<file path="src/rtl/hazard_ctrl.sv">
// hazard_ctrl: hazard and flush controller for the 5-stage RISC-V pipeline.
//
// Sits opposite the D/E pipeline register. It drives:
//   - StallF / StallD : hold the PC and the F/D register on a load-use hazard
//   - FlushD          : clear the F/D register on a taken branch/jump
//   - FlushE          : Clr of the D/E register (load-use bubble or branch)
//   - ForwardAE/BE    : E-stage ALU operand selects (00 RF, 10 M, 01 W)
//   - StallCnt        : saturating count of cycles with StallF high
//   - FlushCnt        : saturating count of cycles with PCSrcE high
//
// Inputs: D-stage sources (Rs1D/Rs2D), the E-stage fields of the D/E register
// (Rs1E/Rs2E/RdE/ResultSrcE), M/W write-back info and PCSrcE.
//
// Load-use stalls are counter-driven. The first bubble clears the D/E
// register, so RdE reads 0 from then on and cannot keep the stall alive.
// The counter supplies the remaining LOAD_BUBBLES-1 bubbles instead.
// While rst is low, every output is forced inactive.

// One forwarding-select unit per E-stage source operand.
module hazard_fwd (
  input  logic [4:0] rs_e,
  input  logic [4:0] rd_m,
  input  logic       we_m,
  input  logic [4:0] rd_w,
  input  logic       we_w,
  output logic [1:0] fwd
);
  always_comb begin
    fwd = 2'b00;
    if (we_m && rd_m != 5'd0 && rd_m == rs_e)      fwd = 2'b10;  // M is younger, wins
    else if (we_w && rd_w != 5'd0 && rd_w == rs_e) fwd = 2'b01;
  end
endmodule

module hazard_ctrl #(
  parameter int LOAD_BUBBLES = 1,   // 1..7 bubbles per load-use hazard
  parameter int CNT_W        = 32
) (
  input  logic             clk,
  input  logic             rst,        // async, active-low
  input  logic [4:0]       Rs1D,
  input  logic [4:0]       Rs2D,
  input  logic [4:0]       Rs1E,
  input  logic [4:0]       Rs2E,
  input  logic [4:0]       RdE,
  input  logic [1:0]       ResultSrcE,
  input  logic [4:0]       RdM,
  input  logic             RegWriteM,
  input  logic [4:0]       RdW,
  input  logic             RegWriteW,
  input  logic             PCSrcE,
  output logic             StallF,
  output logic             StallD,
  output logic             FlushD,
  output logic             FlushE,
  output logic [1:0]       ForwardAE,
  output logic [1:0]       ForwardBE,
  output logic [CNT_W-1:0] StallCnt,
  output logic [CNT_W-1:0] FlushCnt
);
  localparam int        NUM_OPS  = 2;
  localparam logic [2:0] BUB_INIT = 3'(LOAD_BUBBLES - 1);
  localparam logic [CNT_W-1:0] CNT_ONE = {{(CNT_W-1){1'b0}}, 1'b1};

  typedef enum logic {RUN, STALL} state_t;

  // ---------------- forwarding ----------------
  logic [NUM_OPS-1:0][4:0] rs_e;
  logic [NUM_OPS-1:0][1:0] fwd;

  assign rs_e = {Rs2E, Rs1E};

  for (genvar gi = 0; gi < NUM_OPS; gi++) begin : g_fwd
    hazard_fwd u_fwd (
      .rs_e (rs_e[gi]),
      .rd_m (RdM),
      .we_m (RegWriteM),
      .rd_w (RdW),
      .we_w (RegWriteW),
      .fwd  (fwd[gi])
    );
  end

  assign ForwardAE = rst ? fwd[0] : 2'b00;
  assign ForwardBE = rst ? fwd[1] : 2'b00;

  // ---------------- load-use FSM ----------------
  logic   lw_haz;
  state_t state_q, state_d;
  logic [2:0] bub_q, bub_d;
  logic   stall, flush_d, flush_e;

  assign lw_haz = (ResultSrcE == 2'b01) && (RdE != 5'd0) &&
                  ((RdE == Rs1D) || (RdE == Rs2D));

  always_comb begin
    state_d = state_q;
    bub_d   = bub_q;
    stall   = 1'b0;
    flush_d = 1'b0;
    flush_e = 1'b0;
    if (PCSrcE) begin
      // Redirect squashes the stalled instruction too; no bubbles remain.
      flush_d = 1'b1;
      flush_e = 1'b1;
      state_d = RUN;
      bub_d   = 3'd0;
    end else begin
      case (state_q)
        RUN: begin
          if (lw_haz) begin
            stall   = 1'b1;
            flush_e = 1'b1;
            if (LOAD_BUBBLES > 1) begin
              state_d = STALL;
              bub_d   = BUB_INIT;
            end
          end
        end
        STALL: begin
          stall   = 1'b1;
          flush_e = 1'b1;
          if (bub_q == 3'd1) begin
            state_d = RUN;
            bub_d   = 3'd0;
          end else begin
            bub_d   = bub_q - 3'd1;
          end
        end
        default: begin
          state_d = RUN;
          bub_d   = 3'd0;
        end
      endcase
    end
  end

  assign StallF = rst & stall;
  assign StallD = rst & stall;
  assign FlushD = rst & flush_d;
  assign FlushE = rst & flush_e;

  always_ff @(posedge clk or negedge rst) begin
    if (!rst) begin
      state_q <= RUN;
      bub_q   <= 3'd0;
    end else begin
      state_q <= state_d;
      bub_q   <= bub_d;
    end
  end

  // ---------------- performance counters ----------------
  logic [CNT_W-1:0] stall_cnt_q, stall_cnt_d;
  logic [CNT_W-1:0] flush_cnt_q, flush_cnt_d;

  always_comb begin
    stall_cnt_d = stall_cnt_q;
    flush_cnt_d = flush_cnt_q;
    if (StallF && stall_cnt_q != '1) stall_cnt_d = stall_cnt_q + CNT_ONE;
    if (PCSrcE && flush_cnt_q != '1) flush_cnt_d = flush_cnt_q + CNT_ONE;
  end

  always_ff @(posedge clk or negedge rst) begin
    if (!rst) begin
      stall_cnt_q <= '0;
      flush_cnt_q <= '0;
    end else begin
      stall_cnt_q <= stall_cnt_d;
      flush_cnt_q <= flush_cnt_d;
    end
  end

  assign StallCnt = stall_cnt_q;
  assign FlushCnt = flush_cnt_q;

endmodule

</file>
<file path="config.mk">
export PLATFORM = sky130hd
export DESIGN_NAME = hazard_ctrl
export DESIGN_NICKNAME = d
export VERILOG_FILES = /design/src/rtl/hazard_ctrl.sv
export SDC_FILE = /design/constraint.sdc
export NUM_CORES = 1
export LEC_CHECK = 0
export BUFFER_PORTS_ARGS = -buffer_cell sky130_fd_sc_hd__buf_2
export CAP_MARGIN = 20
export CORE_ASPECT_RATIO = 1.5
export CORE_MARGIN = 4
export CORE_UTILIZATION = 30
export DETAILED_ROUTE_END_ITERATION = 12
export PLACE_DENSITY = 0.59
export SETUP_SLACK_MARGIN = 0.05
export SLEW_MARGIN = 40
export SYNTH_ARGS = -nofsm -noshare
export SYNTH_HDL_FRONTEND = slang
export SYNTH_SLANG_ARGS = --single-unit
</file>
<file path="constraint.sdc">
create_clock -name clk -period 4 [get_ports clk]
set_input_delay 0 -clock clk [delete_from_list [all_inputs] [get_ports clk]]
set_output_delay 0 -clock clk [all_outputs]
set_load 0.02 [all_outputs]
</file>
==> results of run 1 <==
## metrics by stage
step / std cells / hold slack [ns] / utilization, %
floorplan: 363 / -0.296 / -
global placement: 626 / 0.0360 / 36.8
detailed placement: 626 / 0.0394 / 36.8
CTS: 644 / 0.223 / 39.5
global route: 644 / 0.261 / 39.5
finish: 644 / 0.217 / 39.5
## worst max-delay path: stages, from the launching register on
cell     delay [ns]
dfrtp_1        0.41
and4_1         0.31
nand3_1        0.20
or4_2          0.73
nand3_1        0.27
nor2_1         0.11
xor2_1         0.15
## layout make-up
type | count | area, µm² | share of cell area [%]
inverters | 11 | 41.3 | 0.874
clock inverters | 6 | 63.8 | 1.35
clock buffers | 10 | 239 | 5.06
flip-flops and latches | 68 | 1700 | 36.0
repair buffers | 118 | 608 | 12.9
multi-input cells | 278 | 1880 | 39.7
well taps | 153 | 191 | 4.05
## how the worst max path moves through the flow
stage / startpoint / slack (ns) / depth (start not counted) / end
after CTS: FlushCnt[25] / 1.69 / 6 / FlushCnt[22]
final: FlushCnt[25] / 1.71 / 6 / FlushCnt[22]
after global routing: FlushCnt[0] / 1.51 / 7 / FlushCnt[19]
after global placement: FlushCnt[25] / 1.71 / 6 / FlushCnt[22]
after detailed placement: FlushCnt[25] / 1.71 / 6 / FlushCnt[14]
after floorplan: FlushCnt[25] / 1.83 / 6 / FlushCnt[22]
## metal layers
layer / track usage, % / vias to the layer above / share of wire [%]
li1: - / 1499 / -
met1: 16.5 / 1458 / 40
met2: 25.1 / 117 / 50
met3: 5.13 / 22 / 7.2
met4: 5.98 / 0 / 2.8
met5: 0 / - / 0
## Yosys cell counts (3+ instances only)
cell type | number | area [µm²]
nand4_1 | 19 | 119
dfrtp_1 | 68 | 1700
ha_1 | 4 | 50.1
and3_1 | 13 | 81.3
nor3_1 | 17 | 85.1
and4_1 | 4 | 35.0
nand3_1 | 28 | 140
nand2_1 | 33 | 124
inv_1 | 11 | 41.3
nor4_1 | 4 | 25.0
xnor2_1 | 53 | 464
mux2_2 | 4 | 45.0
clkbuf_1 | 4 | 15.0
and2_1 | 5 | 31.3
o21ai_0 | 3 | 15.0
or4_1 | 3 | 22.5
xor2_1 | 37 | 324
nor2_1 | 27 | 101
## repair_timing
item | in CTS | in global routing
resized for setup | 0 | 0
setup endpoints to repair | 0 | 0
hold buffers | 2 | 0
endpoints found under the hold margin | 29 | 0
## state kept, by name, indices dropped and copies added, names as in the netlist
register,count
StallCnt,32
FlushCnt,32
bub_q,3
state_q,1
## cells by family after synthesis
logic type                 synth area share, %
adders and majority gates                 1.37
AOI/OAI and AO/OA                         2.88
and+or+nand+nor                           24.4
xor gates and xnor gates                  21.6
muxes                                     1.23
DFF                                       46.7
buffers and inverters                     1.89
## report_power, final
group	switching, mW	total, mW	internal [mW]
clock network	0.295	0.793	0.498
registers	0.0524	0.780	0.728
logic	0.151	0.249	0.0981
total	0.499	1.82	1.32
## cell usage in the layout (no fill, tap or decap), drive strengths merged, types with 2 or more instances in the layout
| cell type | instances |
|---|---|
| nand2 | 33 |
| nand3 | 28 |
| nor4 | 5 |
| and4 | 4 |
| or4 | 6 |
| dfrtp | 68 |
| and3 | 14 |
| nor3 | 18 |
| nand3b | 2 |
| mux2 | 4 |
| inv | 11 |
| o21ai | 3 |
| clkinvlp | 2 |
| clkbuf | 10 |
| clkinv | 3 |
| ha | 4 |
| buf | 116 |
| xnor2 | 53 |
| nor2 | 27 |
| xor2 | 37 |
| nand4 | 20 |
| and2 | 5 |
| dlygate4sd3 | 2 |
| a211oi | 2 |
==> flow_summary.ini, run 1 <==
[logic_synthesis]
yosysUniqueCellTypes = 41
synth_edf_count = 0
synthCells = 363
synth_area_um2 = 3650
ys_warn_count = 0
ys_async_sr_fraction_pct = 100
ys_seq_area_share_pct = 46.7
syn_nets = 409
syn_avg_cell_area_um2 = 10.0
ys.flop_type = dfrtp_1
synth-seq-cells = 68

[finish]
final_cell_area_um2 = 4720
layout.nets = 532
fillers = 1220
area_delta_synth_final_pct = 29.5
drive_gt1_share_pct = 29.5
antenna_cells = 0

[floorplan]
die_area_um2 = 14000
top_level_ports = 114
coreArea_um2 = 12000
die_x_um = 98.0
dieHeight_um = 143
initial_core_util_pct = 30.5
core.rowCount = 49

[global_routing]
grt_pass1_vias = 3233
antenna_found_initial = 0
overflow = 0
grt_pass1_wl_mm = 16.3
grt_max_degree = 45
grt_usage_pct = 14.6

[power_and_ir_drop]
leakagePower_nw = 2.30
total_power_mw = 1.82
vdd_ir_drop_max_mv = 0.305
p_per_area_nw_per_um2 = 386

[critical_path]
crit_path_max_fanout = 6
crit_type = flip-flop to flip-flop
timing.rr.end = FlushCnt[22]
crit_arrival_ns = 2.49
end_kind = flip-flop
rr_worst_depth = 6
worst-r2r-setup-slack_ns = 1.71
setup.worst_path.start_class = flip-flop
required_ns = 4.20
r2r-start = FlushCnt[25]

[sta]
slew_violations = 0
clock.fmax_ghz = 0.437
slew_headroom_pct = 55.8
worst_slew_pin_slew_ns = 0.656
period_share_pct = 57.3
rsz0062_at_grt = no
finalSetupViolations = 0
hold_viol_final = 0
finalCriticalPeriod_ns = 2.29
tns_ns = 0
worst_slack_ns = 1.71
fin_worst_skew_ns = 0.00802

[route]
vias = 3096
drc = 0
ant_nets = 0
drt_iter0_markers = 105
first_pass_iters = 4
post_drt_via_cell_ratio = 4.81
drt-total-wl_mm = 10.0
detail_route.wl_per_cell_um = 15.5

[placement]
place_congestion = 0.961
post_dp_cell_area_um2 = 4400
port_buffers = 113
place_hpwl_mm = 7.83
dp_slack_ns = 1.71

[cts]
cts-root-buf = clkbuf_16
cts_buffer_depth = 2
h-tree-depth = 3
cts_setup_buffers = 0
cts_buffers = 9
cts.sinks = 68
clk_pin_slew_ns = 0.06
cts_tree = yes
clkLatencyLatePin_ns = 0.33

[min_path]
hold_class = input pin to asynchronous set/reset pin

[flow_run]
cap_violations = 0

[run_status]
outcome = complete, no violations
Note: power is estimated with default switching activity, not from simulation.
==> inputs of run 2 (changes only) <==
--- a/config.mk
+++ b/config.mk
@@ -11,7 +11,7 @@
 export CORE_MARGIN = 4
 export CORE_UTILIZATION = 30
 export DETAILED_ROUTE_END_ITERATION = 12
-export PLACE_DENSITY = 0.59
+export PLACE_DENSITY = 0.61
 export SETUP_SLACK_MARGIN = 0.05
 export SLEW_MARGIN = 40
 export SYNTH_ARGS = -nofsm -noshare
==> constraint.sdc (replaced) <==
create_clock -name clk -period 2.09 [get_ports clk]
set_input_delay 0 -clock clk [delete_from_list [all_inputs] [get_ports clk]]
set_output_delay 0 -clock clk [all_outputs]
set_load 0.02 [all_outputs]
==> run 2 against run 1 <==
Worst hold slack worse by 0.16 ns. Combinational power up 100%. Clock-buffer cell count up 4. Flip-flop and latch count unchanged.
==> flow_summary.ini, run 2 (synthesis gave the netlist of run 1 again) <==
[min_path]
hold_class = input pin to flip-flop
hp-start = PCSrcE
min_to = bub_q[2]
min_path_cells = 3

[critical_path]
required_ns = 2.30
crit_path_max_fanout = 4
crit_type = flip-flop to flip-flop
end_kind = flip-flop
crit_start = FlushCnt[19]
rr_worst_depth = 6
r2r-start = FlushCnt[19]
timing.rr.end = FlushCnt[26]
crit_arrival_ns = 2.16
worst-r2r-setup-slack_ns = 0.14
setup.worst_path.start_class = flip-flop

[power_and_ir_drop]
p_per_area_nw_per_um2 = 636
leakagePower_nw = 2.59
total_power_mw = 3.35
vdd_ir_drop_max_mv = 0.331

[finish]
antenna_cells = 0
layout.area.seq_um2 = 1720
area_delta_synth_final_pct = 44.5
layout.nets = 592
final_cell_area_um2 = 5270
layout_commonest_cell = buf_2
most-common-layout-cells = 113 x buf_2, 58 x buf_4, 53 x dfrtp_1, 53 x xnor2_1, 37 x xor2_1
final-instance-count-excl-fill = 704
final_util_pct = 44.1
fillers = 1171
multi_input_comb_area_um2 = 1930
drive_gt1_share_pct = 41.0

[placement]
place_congestion = 1.01
port_buffers = 113
place_hpwl_mm = 7.69
dp_slack_ns = -0.0818
dp.cells = 676
post_dp_cell_area_um2 = 4830

[route]
ant_nets = 0
first_pass_iters = 4
drc = 0
detail_route.wl_per_cell_um = 14.4
drt_iter0_markers = 46
post_drt_via_cell_ratio = 4.73
vias = 3329
drt-total-wl_mm = 10.1

[global_routing]
busiest_layer = met2
grt_max_degree = 73
grt_pass1_vias = 3478
grt_use_met1_pct = 15.7
overflow = 0
gr-usage-met3_pct = 5.03
grt_usage_pct = 14.5
antenna_found_initial = 0
grt_pass1_wl_mm = 16.5
use_met2_pct = 26.1

[sta]
fin_worst_skew_ns = 0.00619
clock.fmax_ghz = 0.512
period_share_pct = 93.5
worst_slew_pin_slew_ns = 0.571
tns_ns = 0
worst_slack_ns = 0.135
whs_ns = 0.0564
slew_headroom_pct = 61.9
slew_violations = 0
finalCriticalPeriod_ns = 1.95
finalSetupViolations = 0
rsz0062_at_grt = yes
hold_viol_final = 0

[cts]
cts_buffer_depth = 2
cts_tree = yes
clkLatencyLatePin_ns = 0.32
h-tree-depth = 3
cts.sinks = 68
clk_pin_slew_ns = 0.06
cts-root-buf = clkbuf_16
cts_buffers = 9

[floorplan]
coreArea_um2 = 12000
top_level_ports = 114
die_area_um2 = 14000
core.rowCount = 49
initial_core_util_pct = 30.5
dieHeight_um = 143
die_x_um = 98.0

[flow_run]
cap_violations = 0

[run_status]
outcome = complete, no violations
run 2: cell count changes in the layout (fill, tap and decap cells not counted), moves of 3 or more:
cell,previous run,this run
clkbuf_1,0,4
buf_12,0,3
dfrtp_2,0,15
buf_4,3,58
dfrtp_1,68,53
run 2: power by group:
part           switching (mW)  leakage [nW]  internal (mW)
Clock                   0.523         0.131          0.832
Combinational           0.297          1.57          0.209
Sequential             0.0928         0.894           1.40
run 2: layout make-up:
cell class              count  area share (%)
repair buffers            178            21.3
multi-input cells         278            36.7
flip-flops and latches     68            32.6
well taps                 153            3.63
clock inverters             2           0.190
inverters                  11           0.783
clock buffers              14            4.82
run 2: how the worst max path moves through the flow:
| stage | endpoint |
|---|---|
| 4_1_cts | StallF |
| 3_3_place_gp | StallCnt[10] |
| 6_report | FlushCnt[26] |
| 3_5_place_dp | StallCnt[10] |
| 5_1_grt | FlushCnt[26] |
| 2_1_floorplan | FlushCnt[19] |
run 2: critical path: stages, from the launching register on:
cell and delay (ns):
dfrtp_2 0.38, nand4_1 0.11, or4_4 0.55, buf_6 0.15, nor4_4 0.36, nand3_1 0.14
xnor2_1 0.15
run 2: metal layers:
| layer | vias up | share of wire (%) |
|---|---|---|
| li1 | 1629 | - |
| met1 | 1566 | 38 |
| met2 | 112 | 53 |
| met3 | 22 | 7.2 |
| met4 | 0 | 2.1 |
| met5 | - | 0 |
run 2: repair_timing:
action	CTS	global route
gates cloned	0	1
hold buffers	1	0
endpoints found under the setup margin	25	28
gates resized for setup	3	7
pin swaps	2	10
buffers inserted	2	8
hold endpoints to repair	68	0
